==> src/rtl/settle_scheduler.sv <==
// Half-cycle settle sequencer: toggles the emulated phi pad, then relaxes the
// node network until quiet or out of budget. `SETTLE_STATS_EN adds step statistics.
module settle_scheduler #(
   parameter int W        = 16,
   parameter int ITER_W   = 10,
   parameter int MAX_ITER = 1000,
   parameter int QUIET    = 4,
   parameter int THRESH   = 2
) (
   input  logic              eclk,
   input  logic              erst_n,
   input  logic              step_req,
   input  logic [W-1:0]      i_max,
   input  logic              iter_valid,
   output logic              iter_go,
   output logic              phi,
   output logic              busy,
   output logic              step_done,
   output logic              sample,
   output logic              timeout,
   output logic [ITER_W-1:0] iter_count
`ifdef SETTLE_STATS_EN
  ,output logic [ITER_W-1:0] iter_peak,
   output logic [31:0]       step_total
`endif
);

   localparam int QW = (QUIET < 2) ? 1 : $clog2(QUIET + 1);

   localparam logic [W-1:0]      THRESH_V = W'(THRESH);
   localparam logic [QW-1:0]     QUIET_V  = QW'(QUIET);
   localparam logic [ITER_W-1:0] MAX_V    = ITER_W'(MAX_ITER);

   typedef enum logic [2:0] {
      S_IDLE,
      S_TOGGLE,
      S_LAUNCH,
      S_WAIT,
      S_DONE
   } state_t;

   state_t            state;
   logic [ITER_W-1:0] iter_cnt;
   logic [QW-1:0]     quiet_cnt;
   logic [QW-1:0]     quiet_next;

   // Quiet run length after folding in the iteration that just completed.
   always_comb begin
      quiet_next = '0;
      if (i_max <= THRESH_V) begin
         if (quiet_cnt == QUIET_V) quiet_next = quiet_cnt;
         else                      quiet_next = quiet_cnt + QW'(1);
      end
   end

   always_ff @(posedge eclk or negedge erst_n) begin
      if (!erst_n) begin
         state      <= S_IDLE;
         iter_cnt   <= '0;
         quiet_cnt  <= '0;
         iter_go    <= 1'b0;
         phi        <= 1'b0;
         busy       <= 1'b0;
         step_done  <= 1'b0;
         sample     <= 1'b0;
         timeout    <= 1'b0;
         iter_count <= '0;
      end else begin
         iter_go   <= 1'b0;
         step_done <= 1'b0;
         sample    <= 1'b0;
         case (state)
            S_IDLE: begin
               if (step_req) begin
                  state     <= S_TOGGLE;
                  phi       <= ~phi;
                  iter_cnt  <= '0;
                  quiet_cnt <= '0;
                  busy      <= 1'b1;
               end
            end
            S_TOGGLE: begin
               state   <= S_LAUNCH;
               iter_go <= 1'b1;
            end
            S_LAUNCH: begin
               iter_cnt <= iter_cnt + ITER_W'(1);
               state    <= S_WAIT;
            end
            S_WAIT: begin
               if (iter_valid) begin
                  quiet_cnt <= quiet_next;
                  // Settling is tested first so it wins over budget exhaustion.
                  if (quiet_next == QUIET_V) begin
                     state     <= S_DONE;
                     step_done <= 1'b1;
                     sample    <= 1'b1;
                  end else if (iter_cnt == MAX_V) begin
                     state     <= S_DONE;
                     step_done <= 1'b1;
                     sample    <= 1'b1;
                     timeout   <= 1'b1;
                  end else begin
                     state   <= S_LAUNCH;
                     iter_go <= 1'b1;
                  end
               end
            end
            S_DONE: begin
               iter_count <= iter_cnt;
               state      <= S_IDLE;
               busy       <= 1'b0;
            end
            default: begin
               state <= S_IDLE;
               busy  <= 1'b0;
            end
         endcase
      end
   end

`ifdef SETTLE_STATS_EN
   always_ff @(posedge eclk or negedge erst_n) begin
      if (!erst_n) begin
         iter_peak  <= '0;
         step_total <= '0;
      end else if (state == S_DONE) begin
         if (iter_cnt > iter_peak) iter_peak <= iter_cnt;
         step_total <= step_total + 32'd1;
      end
   end
`endif

endmodule
==> config.mk <==
export PLATFORM = sky130hd
export DESIGN_NAME = settle_scheduler
export DESIGN_NICKNAME = d
export VERILOG_FILES = /design/src/rtl/settle_scheduler.sv
export SDC_FILE = /design/constraint.sdc
export NUM_CORES = 1
export LEC_CHECK = 0
export CELL_PAD_IN_SITES_DETAIL_PLACEMENT = 1
export CELL_PAD_IN_SITES_GLOBAL_PLACEMENT = 1
export CORE_MARGIN = 3
export CORE_UTILIZATION = 38
export CTS_CLUSTER_SIZE = 40
export DETAILED_ROUTE_END_ITERATION = 10
export PLACE_DENSITY_LB_ADDON = 0.1
export SLEW_MARGIN = 20
export SYNTH_ARGS = -nofsm -noshare
export SYNTH_HDL_FRONTEND = slang
export SYNTH_SLANG_ARGS = --single-unit
==> constraint.sdc <==
create_clock -name eclk -period 1.9 [get_ports eclk]
set_input_delay 0.38 -clock eclk [delete_from_list [all_inputs] [get_ports eclk]]
set_output_delay 0.38 -clock eclk [all_outputs]
set_load 0.02 [all_outputs]
==> metrics.md <==
| Metric | Value |
|---|---|
| Final worst setup slack | 0.07685 ns |
| Sink Count | 31 |
| Initial DRC Count | 65 |
| Setup CP Type | reg2reg |
| Worst min path class | reg2reg |
| Clk root buf | clkbuf_8 |
| Final WL | 4.066 mm |
| Syn-to-layout area delta | 38.93% |
| Die Ht | 69.12 um |
| Vias/cell | 5.506 |
| FILL cells | 405 |
| Fin area | 2103 um2 |
| Drt first pass iters | 4 |
| Mapped cell area | 1514 um2 |
| Yosys warning total | 0 |
| Antenna violations before repair | 0 |
| Syn Nets | 160 |
| Netlist cell types | 39 |
| Latest clock arrival within the worst-skew pair | 0.28 ns |
| Slew Limit Headroom | 47.30% |
| Clock-pin slew of the registers on the worst-case setup and hold paths | 0.06 ns |
| Final period util | 95.96% |
| Total gr overflow | 0 |
| Global placement routability congestion | 0.7816 |
| Clk_skew | 0.01076 ns |
| Pin count of the biggest net entering global routing | 32 |
| Ports | 36 |
| Post-synth ARST share | 100.0% |
| Actual slew at the worst max-slew pin | 0.7822 ns |
| # setup viols final | 0 |
| Reg-to-Reg End | iter_go |
| CP endpoint kind | flip-flop |
| Yosys reg bits | 31 |
| Die Width | 69.12 um |
| Antenna viol nets, final | 0 |
| Final std cells w/o fill | 231 |
| PD cells | 777.3 nW/um2 |
| Fraction of layout cells with a size suffix above 1 | 19.13% |
| Die ar. | 4778 um2 |
| CTS Buf Count | 5 |
| Critical Path RT | 2.04 ns |
| Gate Count Post-Synth | 136 |
| Outcome | finished clean |
| Setup WS pre-CTS | -0.1197 ns |
| CP Data Arrival Time | 1.97 ns |
| Register area share after synthesis | 51.24% |
| Syn_area_per_cell | 11.13 um2 |
| Cell count of the worst reg-to-reg path | 6 |
| Vias in the first global route | 1354 |
| DRC viols | 0 |
| Fin. Hold Viols | 0 |
| Post-synth EDFFs | 0 |
| Hold buffers post-CTS | 0 |
| Antenna Diode Count | 0 |
| Via Count | 1272 |
| Maximum VDD drop | 361.8 uV |
| Final Critical Period | 1.823 ns |
| WL per Instance | 17.60 um |
| TNS Setup | 0 ns |
| Worst-path fanout max | 4 |
| Initial Utilization | 40.44% |
| Leak Pwr | 0.0009138 uW |
| Slew Limit Fails | 0 |
| Reg2Reg Setup Slack | 0.08 ns |
| Primary FF master, synth | dfrtp_1 |
| FP Rows | 22 |
| Number of max-cap violations | 0 |
| Placed inst area | 1934 um2 |
| Worst setup path end | iter_go |
| NumNets Final | 206 |
| Critical register-to-register path startpoint | quiet_cnt[0] |
| Critical Path Start Type | flip-flop |
| IO Port Bufs | 35 |
| Clock buffer depth | 2 |
| Max Clk Rate | 0.5485 GHz |
| First-pass GRT wire length | 6.651 mm |
| Global Route Usage Sum | 17.51% |
| CTS tree | yes |
| Dpl cells | 221 |
| Core area | 3744 um2 |
| Htree depth | 2 |
| Worst setup path startpoint | quiet_cnt[0] |
| Detailed Place HPWL | 2.923 mm |
| Final core utilization | 56.18% |
| Hold path startpoint | phi |
## cells in the mapped netlist (all sizes together) (2+ instances only)
cell    instances  share of area, %
and3            4               1.7
o21ai          11               3.6
mux2i           3               2.0
a211oi          2              0.99
nand2b          2              0.83
dfrtp          31                51
o211ai          2              0.99
a21oi           5               1.7
nor2            8               2.0
buf             5               2.8
or3b            2               1.2
ha              4               3.3
nor3            2               1.4
nand3           5               1.7
nand3b          2              0.99
and2            4               1.7
nand2           7               1.7
nor4            3               1.2
inv             6               1.5
o31ai           4               2.6
mux2           10               7.4
nand4           3               1.2
## routing by layer
layer  wire length, um  share of wire (%)  GRT usage, %
met4                59                1.5         6.508
met2              2089                 51         28.60
met1              1731                 43         21.67
met5                 0                  0             0
met3               186                4.6         5.394
## flip-flops by register name, indices dropped and copies added (netlist names)
signal and cells:
iter_cnt 10, iter_count 10, quiet_cnt 3, state 3, busy 1, iter_go 1
phi 1, sample 1, timeout 1
## layout make-up
type | instances | area (um2) | area share (%)
Inverter | 6 | 22.52 | 1.071
Tap cell | 48 | 60.06 | 2.855
Multi-Input combinational cell | 94 | 709.4 | 33.73
Clock inverter | 2 | 35.03 | 1.666
Sequential cell | 31 | 775.7 | 36.88
Clock buffer | 6 | 82.58 | 3.926
Timing Repair Buffer | 44 | 417.9 | 19.87
## cells in the final DEF, fill, tap and decap left out, drive strengths merged, types with 3 or more instances in the layout
master	n
nand4	3
dfrtp	31
o31ai	4
o21ai	11
and3	4
nand2	7
buf	9
nand3	5
and2	4
clkdlybuf4s50	35
clkbuf	6
mux2	10
nor2	8
a21oi	5
inv	6
nor4	3
ha	4
mux2i	3
## per-stage QoR
| step | hold slack (ns) | total power (uW) |
|---|---|---|
| finish | 0.4796 | 1635 |
| global route | 0.5144 | 1716 |
| CTS | 0.4787 | 1646 |
| detailed placement | 0.4646 | 972.4 |
| global placement | 0.4654 | 958.0 |
| floorplan | 0.08441 | 863.6 |
## worst min-delay path by stage
stage               slack [ns]      end  depth (start not counted)
floorplan                 0.08     busy                          0
global placement          0.47  timeout                          1
detailed placement        0.46  timeout                          1
CTS                       0.48      phi                          1
global route              0.51      phi                          1
finish                    0.48      phi                          1
## logic make-up (layout without fill, tap and decap cells)
kind of cell / Yosys count / count (layout) / synth area share, %
AOI/OAI and AO/OA: 30 / 30 / 13.14
muxes: 13 / 13 / 9.422
adders and majority gates: 4 / 4 / 3.306
buffers and inverters: 11 / 58 / 4.297
and+or+nand+nor: 46 / 46 / 18.02
xor gates and xnor gates: 1 / 1 / 0.5786
DFF: 31 / 31 / 51.24
## critical path, stage by stage (launching register included)
cell	delay (ns)
dfrtp_1	0.39
inv_1	0.07
ha_2	0.21
or3b_1	0.40
a31o_4	0.27
o31ai_4	0.23
o32ai_2	0.12
## power breakdown
part | switching, uW | internal (uW) | total (uW) | leakage (uW)
sequential | 68.5 | 702 | 771 | 0.000403
clock | 245 | 424 | 669 | 0.0000612
combinational | 94.3 | 101 | 195 | 0.000450
## repair_timing
action,CTS,global route
setup endpoints to repair,1,5
resized for setup,1,4
pin swaps,0,2
endpoints found under the hold margin,0,0
setup buffers,1,1
Note: power is estimated with default switching activity, not from simulation.
